`config.mk`:
```
export PLATFORM = sky130hd
export DESIGN_NAME = upc_seq
export DESIGN_NICKNAME = d
export VERILOG_FILES = /design/src/rtl/upc_seq_pkg.sv /design/src/rtl/upc_seq_stack.sv /design/src/rtl/upc_seq.sv
export SDC_FILE = /design/constraint.sdc
export NUM_CORES = 1
export LEC_CHECK = 0
export CAP_MARGIN = 0
export CORE_ASPECT_RATIO = 1.25
export CORE_MARGIN = 8
export CORE_UTILIZATION = 49
export CTS_BUF_LIST = sky130_fd_sc_hd__clkbuf_4
export DETAILED_ROUTE_END_ITERATION = 16
export GPL_TIMING_DRIVEN = 0
export PLACE_DENSITY = 0.95
export SKIP_LAST_GASP = 1
export SLEW_MARGIN = 20
export SYNTH_ARGS = -nofsm -noshare
export SYNTH_HDL_FRONTEND = slang
export SYNTH_SLANG_ARGS = --single-unit
```
`constraint.sdc`:
```
create_clock -name clk -period 4.4 [get_ports clk]
set_clock_uncertainty 0.05 [all_clocks]
set_input_delay 0.44 -clock clk [delete_from_list [all_inputs] [get_ports clk]]
set_output_delay 0.44 -clock clk [all_outputs]
set_load 0.1 [all_outputs]
```
`src/rtl/upc_seq_pkg.sv`:
```
// Shared types and sizes for the micro-sequencer: microword ops, FSM states, widths.
package upc_seq_pkg;

   localparam int unsigned UPC_W       = 5;
   localparam int unsigned STACK_DEPTH = 4;
   localparam int unsigned SP_W        = $clog2(STACK_DEPTH + 1);
   localparam int unsigned IDX_W       = $clog2(STACK_DEPTH);

   typedef enum logic [2:0] {
      UOP_NEXT = 3'd0,
      UOP_JUMP = 3'd1,
      UOP_BR   = 3'd2,
      UOP_CALL = 3'd3,
      UOP_RET  = 3'd4,
      UOP_DISP = 3'd5,
      UOP_WAIT = 3'd6,
      UOP_HALT = 3'd7
   } uop_e;

   typedef enum logic [1:0] {
      ST_IDLE = 2'd0,
      ST_RUN  = 2'd1,
      ST_WAIT = 2'd2
   } state_e;

endpackage

```
`src/rtl/upc_seq_stack.sv`:
```
// LIFO return-address stack; dout always shows the top entry, entries themselves are not reset.
module upc_seq_stack
   import upc_seq_pkg::*;
(
   input  logic             clk,
   input  logic             reset,
   input  logic             push,
   input  logic             pop,
   input  logic             clr,
   input  logic [UPC_W-1:0] din,
   output logic [UPC_W-1:0] dout,
   output logic             full,
   output logic             empty
);

   logic [UPC_W-1:0] mem [STACK_DEPTH];
   logic [SP_W-1:0]  sp;
   logic [SP_W-1:0]  top_idx;

   assign full    = (sp == SP_W'(STACK_DEPTH));
   assign empty   = (sp == SP_W'(0));
   assign top_idx = sp - SP_W'(1);
   assign dout    = mem[top_idx[IDX_W-1:0]];

   always_ff @(posedge clk or posedge reset) begin
      if (reset)
         sp <= SP_W'(0);
      else if (clr)
         sp <= SP_W'(0);
      else if (push && !full)
         sp <= sp + SP_W'(1);
      else if (pop && !empty)
         sp <= sp - SP_W'(1);
   end

   always_ff @(posedge clk) begin
      if (push && !full && !clr)
         mem[sp[IDX_W-1:0]] <= din;
   end

endmodule

```
`src/rtl/upc_seq.sv`:
```
// Microprogram sequencer: drives the control-store address from the current microword op.
// Build option UPC_SEQ_STACK_EN adds the CALL/RET return stack and the sticky err fault.
module upc_seq
   import upc_seq_pkg::*;
(
   input  logic             clk,
   input  logic             reset,
   input  logic             start,
   input  logic [2:0]       uop,
   input  logic [UPC_W-1:0] uaddr,
   input  logic [2:0]       cond_sel,
   input  logic [3:0]       cond_in,
   input  logic [UPC_W-1:0] dispatch_addr,
   input  logic             ext_ack,
   output logic [UPC_W-1:0] upc,
   output logic             busy,
   output logic             done,
   output logic             err,
   output logic             ext_req
);

   state_e           state, state_nxt;
   logic [UPC_W-1:0] upc_nxt, upc_inc;
   logic             busy_nxt, done_nxt, ext_req_nxt, cond;

   assign upc_inc = upc + UPC_W'(1);
   assign cond    = cond_in[cond_sel[1:0]] ^ cond_sel[2];

`ifdef UPC_SEQ_STACK_EN
   logic             push, pop, clr, full, empty, err_nxt;
   logic [UPC_W-1:0] dout;

   upc_seq_stack u_stack (
      .clk   (clk),
      .reset (reset),
      .push  (push),
      .pop   (pop),
      .clr   (clr),
      .din   (upc_inc),
      .dout  (dout),
      .full  (full),
      .empty (empty)
   );

   always_ff @(posedge clk or posedge reset) begin
      if (reset)
         err <= 1'b0;
      else
         err <= err_nxt;
   end
`else
   assign err = 1'b0;
`endif

   always_ff @(posedge clk or posedge reset) begin
      if (reset) begin
         state   <= ST_IDLE;
         upc     <= UPC_W'(0);
         busy    <= 1'b0;
         done    <= 1'b0;
         ext_req <= 1'b0;
      end else begin
         state   <= state_nxt;
         upc     <= upc_nxt;
         busy    <= busy_nxt;
         done    <= done_nxt;
         ext_req <= ext_req_nxt;
      end
   end

   always_comb begin
      state_nxt   = state;
      upc_nxt     = upc;
      done_nxt    = 1'b0;
      ext_req_nxt = ext_req;
`ifdef UPC_SEQ_STACK_EN
      push        = 1'b0;
      pop         = 1'b0;
      clr         = 1'b0;
      err_nxt     = err;
`endif
      case (state)
         ST_IDLE: begin
            if (start) begin
               upc_nxt   = UPC_W'(0);
               state_nxt = ST_RUN;
`ifdef UPC_SEQ_STACK_EN
               clr       = 1'b1;
               err_nxt   = 1'b0;
`endif
            end
         end
         ST_RUN: begin
            case (uop_e'(uop))
               UOP_NEXT: upc_nxt = upc_inc;
               UOP_JUMP: upc_nxt = uaddr;
               UOP_BR:   upc_nxt = cond ? uaddr : upc_inc;
`ifdef UPC_SEQ_STACK_EN
               // Stack faults abort to IDLE with upc frozen at the faulting microword.
               UOP_CALL: begin
                  if (full) begin
                     err_nxt   = 1'b1;
                     state_nxt = ST_IDLE;
                  end else begin
                     push    = 1'b1;
                     upc_nxt = uaddr;
                  end
               end
               UOP_RET: begin
                  if (empty) begin
                     err_nxt   = 1'b1;
                     state_nxt = ST_IDLE;
                  end else begin
                     pop     = 1'b1;
                     upc_nxt = dout;
                  end
               end
`else
               UOP_CALL: upc_nxt = uaddr;
               UOP_RET:  upc_nxt = upc_inc;
`endif
               UOP_DISP: upc_nxt = dispatch_addr;
               UOP_WAIT: begin
                  ext_req_nxt = 1'b1;
                  state_nxt   = ST_WAIT;
               end
               UOP_HALT: begin
                  done_nxt  = 1'b1;
                  state_nxt = ST_IDLE;
`ifdef UPC_SEQ_STACK_EN
                  clr       = 1'b1;
`endif
               end
               default: state_nxt = ST_IDLE;
            endcase
         end
         ST_WAIT: begin
            if (ext_ack) begin
               ext_req_nxt = 1'b0;
               upc_nxt     = upc_inc;
               state_nxt   = ST_RUN;
            end
         end
         default: state_nxt = ST_IDLE;
      endcase
      busy_nxt = (state_nxt != ST_IDLE);
   end

endmodule
```
==> impl_metrics.env, run 1 <==
export IMPL_status="complete, no violations"
export IMPL_clkPwrFrac=0.100
export IMPL_clkLatencyLatePin_ns=0.27
export IMPL_max_stage_delay_ns=1.18
export IMPL_setup_viol=0
export IMPL_h_tree_depth=1
export IMPL_async_flop_share=1.00
export IMPL_clkSinkCount=10
export IMPL_crit_required_ns=3.91
export IMPL_routabilityCongestion=0.890
export IMPL_clock_fmax_mhz=417
export IMPL_numCtsBuffers=3
export IMPL_diodes=0
export IMPL_synth_flop_cell="dfrtp_1"
export IMPL_drt_wl_total_um=2430
export IMPL_p_int_uw=306
export IMPL_met3_usage=0.0516
export IMPL_grt_first_pass_wirelength_um=4110
export IMPL_yosys_warnings=0
export IMPL_multiInputGateArea_um2=581
export IMPL_cp_slowest_cell="clkdlybuf4s50_1"
export IMPL_synth_edf_count=0
export IMPL_worstPathArrival_ns=1.91
export IMPL_cellPowerDensity_mw_per_mm2=562
export IMPL_overflow=0
export IMPL_hp_class="in2async"
export IMPL_placed_cells=149
export IMPL_place_hpwl_um=1930
export IMPL_cp_end_kind="primary output"
export IMPL_use_met2=0.238
export IMPL_via_count=887
export IMPL_cts_root_buf="clkbuf_4"
export IMPL_dpl_cell_area_mm2=0.00120
export IMPL_viasPerCell=5.80
export IMPL_grt_most_used_layer="met2"
export IMPL_synth_seq_area_share=0.286
export IMPL_antenna_found_initial=0
export IMPL_fin_crit_ns=2.40
export IMPL_syn_inst=100
export IMPL_seq_power_share=0.226
export IMPL_clk_path_buf_depth=2
export IMPL_hold_viol=0
export IMPL_tightest_slew_ns=0.976
export IMPL_fin_crit_sh=0.545
export IMPL_fillers=140
export IMPL_final_area_mm2=0.00123
export IMPL_core_area_mm2=0.00172
export IMPL_syn_nets=130
export IMPL_avgSynthCellArea_um2=8.76
export IMPL_drv_slew=0
export IMPL_ios=33
export IMPL_grt_max_degree=11
export IMPL_met1_usage=0.164
export IMPL_path_class="reg2out"
export IMPL_crit_fanout=7
export IMPL_ys_seq_elements=10
export IMPL_slew_headroom=0.347
export IMPL_dieArea_mm2=0.00340
export IMPL_nets=165
export IMPL_pre_cts_slack_ns=1.87
export IMPL_swShare=0.556
export IMPL_detail_route_antenna_nets=0
export IMPL_layout_cells_non_filler=153
export IMPL_drtIter0Drc=18
export IMPL_layout_area_seq_um2=250
export IMPL_num_rows=17
export IMPL_peakVddDrop_mv=0.316
export IMPL_initial_core_util=0.508
export IMPL_die_y_um=63.3
export IMPL_area_growth_pct=40.0
export IMPL_firstDrtPassIters=4
export IMPL_grt_usage=0.158
export IMPL_die_width_um=53.8
export IMPL_postCtsSetupBuffers=0
export IMPL_layout_setup_ws_ns=2.00
export IMPL_comb_power_share=0.674
export IMPL_syn_cell_area_um2=876
export IMPL_p_leak_nw=0.539
export IMPL_clkTransAtPathRegs_ns=0.08
export IMPL_cts_hold_buf=0
export IMPL_critical_path_top_delay_family="buffers and inverters"
export IMPL_rsz0062_at_grt="no"
export IMPL_cts_resized=0
export IMPL_drive_above_1_share=0.0746
export IMPL_drt_drc_violations_left=0
export IMPL_path_buf_inv=1
export IMPL_p_total_uw=689
export IMPL_wire_per_inst_um=15.8
export IMPL_grt_pass1_vias=959
export IMPL_cp_cell_sequence="clkdlybuf4s50_1"
export IMPL_io_buffers=30
export IMPL_tns_ns=0
export IMPL_cts_tree="built"
export IMPL_synth_cell_type_count=38
export IMPL_drv_cap=0
export IMPL_switchingPower_uw=383
export IMPL_worst_setup_path_start_kind="flip-flop"
-- state kept, by name (all words and copies together) (netlist names) --
register and cells:
busy 1, state 2, ext_req 1, done 1
upc 5
-- per-stage QoR --
step | util | hold WS [ns]
5_1_grt | 0.712 | 0.443
3_3_place_gp | 0.696 | 0.458
4_1_cts | 0.712 | 0.393
2_1_floorplan | - | 0.230
3_5_place_dp | 0.696 | 0.471
6_report | 0.712 | 0.385
-- routing by layer --
metal / vias up / share of wire
li1: 433 / -
met1: 413 / 0.40
met2: 37 / 0.52
met3: 4 / 0.065
met4: 0 / 0.017
met5: - / 0
-- path summary, 6_finish.rpt --
path / start / slack [ns] / cells after the start / end
worst max-delay path: upc[0] / 2.00 / 1 / upc[0]
max in group asynchronous: reset / 3.64 / 2 / upc[1]
worst min register to register: ext_req / 0.48 / 1 / ext_req
worst min-delay path: reset / 0.39 / 2 / state[0]
min in group clk: ext_req / 0.48 / 1 / ext_req
worst max register to register: state[0] / 2.19 / 7 / upc[3]
-- kinds of logic (layout without fill, tap and decap cells) --
logic type                 Yosys count  count (layout)  synth area share
adders and majority gates            6               6            0.0857
buffers and inverters               10              44            0.0514
muxes                                5               5            0.0714
AOI/OAI and AO/OA                   28              28             0.233
xor gates and xnor gates             4               4            0.0614
and+or+nand+nor                     36              36             0.207
DFF                                 10              10             0.286
other                                1               1           0.00428
-- cell usage after synthesis (all sizes together), types with 2 or more instances --
library cell | instances | share of area
nand2 | 11 | 0.047
dfrtp | 10 | 0.29
nor2 | 7 | 0.030
ha | 6 | 0.086
inv | 6 | 0.026
o22ai | 5 | 0.036
mux2i | 4 | 0.046
nand3 | 4 | 0.023
a211o | 3 | 0.030
a211oi | 3 | 0.026
a21oi | 3 | 0.017
nand2b | 3 | 0.021
o21ai | 3 | 0.017
xor2 | 3 | 0.051
and2 | 2 | 0.016
buf | 2 | 0.017
clkbuf | 2 | 0.0086
nor2b | 2 | 0.014
nor3 | 2 | 0.011
o22a | 2 | 0.020
o31ai | 2 | 0.017
-- cell usage in the layout (no fill, tap or decap), drive strengths merged, types with 2 or more instances in the layout --
master,synthesis,routed
clkbuf,2,5
xor2,3,3
nor3,2,2
a211oi,3,3
o21ai,3,3
nor2b,2,2
and2,2,2
o22ai,5,5
a21oi,3,3
nand2b,3,3
o31ai,2,2
clkdlybuf4s50,0,30
nand2,11,11
inv,6,6
a211o,3,3
buf,2,2
o22a,2,2
ha,6,6
nand3,4,4
dfrtp,10,10
mux2i,4,4
nor2,7,7
-- cell type report --
class | count | share of cell area
plain buffers | 4 | 0.0184
clock buffers | 3 | 0.0184
clock inverters | 1 | 0.00306
inverters | 6 | 0.0184
multi-input cells | 80 | 0.473
flip-flops and latches | 10 | 0.204
well taps | 19 | 0.0194
repair buffers | 30 | 0.245
-- power groups by stage --
| stage | Clock, mW | Sequential, mW | Combinational [mW] |
|---|---|---|---|
| after floorplan | 0 | 0.320 | 0.178 |
| after CTS | 0.0704 | 0.155 | 0.462 |
| final | 0.0692 | 0.155 | 0.464 |
| after global routing | 0.0780 | 0.159 | 0.489 |
| after global placement | 0 | 0.154 | 0.448 |
| after detailed placement | 0 | 0.157 | 0.459 |
(Power assumes the default switching activity.)
==> run 2: changes to the inputs <==
--- a/config.mk
+++ b/config.mk
@@ -8,11 +8,11 @@
 export CAP_MARGIN = 0
 export CORE_ASPECT_RATIO = 1.25
 export CORE_MARGIN = 8
-export CORE_UTILIZATION = 49
+export CORE_UTILIZATION = 45
 export CTS_BUF_LIST = sky130_fd_sc_hd__clkbuf_4
 export DETAILED_ROUTE_END_ITERATION = 16
 export GPL_TIMING_DRIVEN = 0
-export PLACE_DENSITY = 0.95
+export PLACE_DENSITY = 0.89
 export SKIP_LAST_GASP = 1
 export SLEW_MARGIN = 20
 export SYNTH_ARGS = -nofsm -noshare
==> constraint.sdc (replaced) <==
create_clock -name clk -period 2.4 [get_ports clk]
set_clock_uncertainty 0.05 [all_clocks]
set_input_delay 0.24 -clock clk [delete_from_list [all_inputs] [get_ports clk]]
set_output_delay 0.24 -clock clk [all_outputs]
set_load 0.1 [all_outputs]
==> run 2 against run 1 <==
Compared with the run above:
- die area rose by 6.4%
- highest routed layer unchanged
- clock-buffer cell count did not move
- sequential power rose by 81%
- global-route usage fell by 2.2 points
- largest cell class unchanged
==> impl_metrics.env, run 2 (synthesis results as in run 1) <==
export IMPL_status="complete, no violations"
export IMPL_grt_pass1_vias=934
export IMPL_drv_slew=0
export IMPL_r2r_slack_ns=0.22
export IMPL_path_buf_inv=1
export IMPL_cp_slowest_cell="clkdlybuf4s50_1"
export IMPL_numCtsBuffers=3
export IMPL_core_area_mm2=0.00191
export IMPL_overflow=0
export IMPL_drt_drc_violations_left=0
export IMPL_crit_required_ns=2.11
export IMPL_detail_route_antenna_nets=0
export IMPL_cts_hold_buf=0
export IMPL_clkLatencyLatePin_ns=0.28
export IMPL_largest_reg_flops=5
export IMPL_grt_first_pass_wirelength_um=4080
export IMPL_clk_path_buf_depth=2
export IMPL_cts_tree="built"
export IMPL_timing_rr_end="upc[3]"
export IMPL_cp_cell_sequence="clkdlybuf4s50_1"
export IMPL_drt_wl_total_um=2300
export IMPL_regMostFlops="upc"
export IMPL_p_total_mw=1.25
export IMPL_pre_cts_slack_ns=0.0623
export IMPL_path_class="reg2out"
export IMPL_final_cell_mix="clkdlybuf4s50_1 (30), nand2_1 (11), dfrtp_1 (10)"
export IMPL_clkSinkCount=10
export IMPL_fillers=167
export IMPL_viasPerCell=5.90
export IMPL_nets=165
export IMPL_ios=33
export IMPL_crit_fanout=7
export IMPL_rsz0062_at_grt="no"
export IMPL_hp_class="in2async"
export IMPL_initial_core_util=0.458
export IMPL_fin_crit_sh=0.913
export IMPL_cts_resized=0
export IMPL_wire_per_inst_um=15.0
export IMPL_peakVddDrop_mv=0.521
export IMPL_drv_cap=0
export IMPL_routabilityCongestion=0.897
export IMPL_whs_ns=0.184
export IMPL_fin_crit_ns=2.19
export IMPL_r2r_cells=7
export IMPL_die_y_um=65.3
export IMPL_clock_fmax_mhz=456
export IMPL_grt_usage=0.136
export IMPL_dieArea_mm2=0.00362
export IMPL_grt_max_degree=11
export IMPL_tightest_slew_ns=0.992
export IMPL_clkTransAtPathRegs_ns=0.07
export IMPL_via_count=909
export IMPL_cp_end_kind="primary output"
export IMPL_cts_root_buf="clkbuf_4"
export IMPL_area_growth_pct=40.1
export IMPL_place_hpwl_um=1910
export IMPL_tns_ns=0
export IMPL_io_buffers=30
export IMPL_hold_viol=0
export IMPL_h_tree_depth=1
export IMPL_cellPowerDensity_mw_per_mm2=1020
export IMPL_slew_headroom=0.337
export IMPL_firstDrtPassIters=4
export IMPL_max_stage_delay_ns=1.18
export IMPL_drive_above_1_share=0.0746
export IMPL_worstPathArrival_ns=1.90
export IMPL_top_regs="upc: 5 flops, state: 2 flops"
export IMPL_p_leak_nw=0.539
export IMPL_num_rows=18
export IMPL_post_route_util=0.641
export IMPL_critical_path_top_delay_family="buffers and inverters"
export IMPL_die_width_um=55.5
export IMPL_worst_setup_path_start_kind="flip-flop"
export IMPL_layout_commonest_cell="clkdlybuf4s50_1"
export IMPL_postCtsSetupBuffers=0
export IMPL_layout_setup_ws_ns=0.208
export IMPL_setup_viol=0
export IMPL_diodes=0
export IMPL_antenna_found_initial=0
export IMPL_drtIter0Drc=35
export IMPL_r2r_start="state[0]"
## run 2: cell counts in the layout (fill, tap and decap cells not counted)
No cell type changed its count.
## run 2: how the worst max path moves through the flow
stage	cells past startpoint	startpoint	to	slack [ns]
global route	7	state[0]	upc[3]	0.07
global placement	6	cond_sel[0]	upc[3]	0.1
floorplan	6	upc[0]	upc[2]	0.18
finish	1	upc[0]	upc[0]	0.21
CTS	1	upc[0]	upc[0]	0.20
detailed placement	6	cond_sel[0]	upc[3]	0.06
## run 2: area by class of cell
cell class,instances,area (um^2),share of cell area
Clock buffer,3,22.5,0.0183
Sequential cell,10,250,0.204
Timing Repair Buffer,30,300,0.245
Tap cell,20,25.0,0.0204
Multi-Input combinational cell,80,581,0.473
Inverter,6,22.5,0.0183
Clock inverter,1,3.75,0.00306
Buffer,4,22.5,0.0183
## run 2: per-stage QoR
| stage | cell area [um^2] | instances |
|---|---|---|
| finish | 1230 | 154 |
| global route | 1230 | 154 |
| CTS | 1230 | 154 |
| detailed placement | 1200 | 150 |
| global placement | 1200 | 150 |
| floorplan | 876 | 100 |
## run 2: routing by layer
layer  share of wire  vias to the layer above  GRT usage
li1                -                      435          -
met1            0.39                      424      0.142
met4           0.031                        0     0.0988
met2            0.50                       44      0.237
met5               0                        -          0
met3           0.080                        6     0.0270
## run 2: power breakdown
part	internal [mW]	total, mW	switching, mW	leakage, nW
Clock	0.0603	0.126	0.0655	0.0154
Combinational	0.275	0.841	0.567	0.395
Sequential	0.225	0.281	0.0561	0.129
Total	0.560	1.25	0.688	0.539
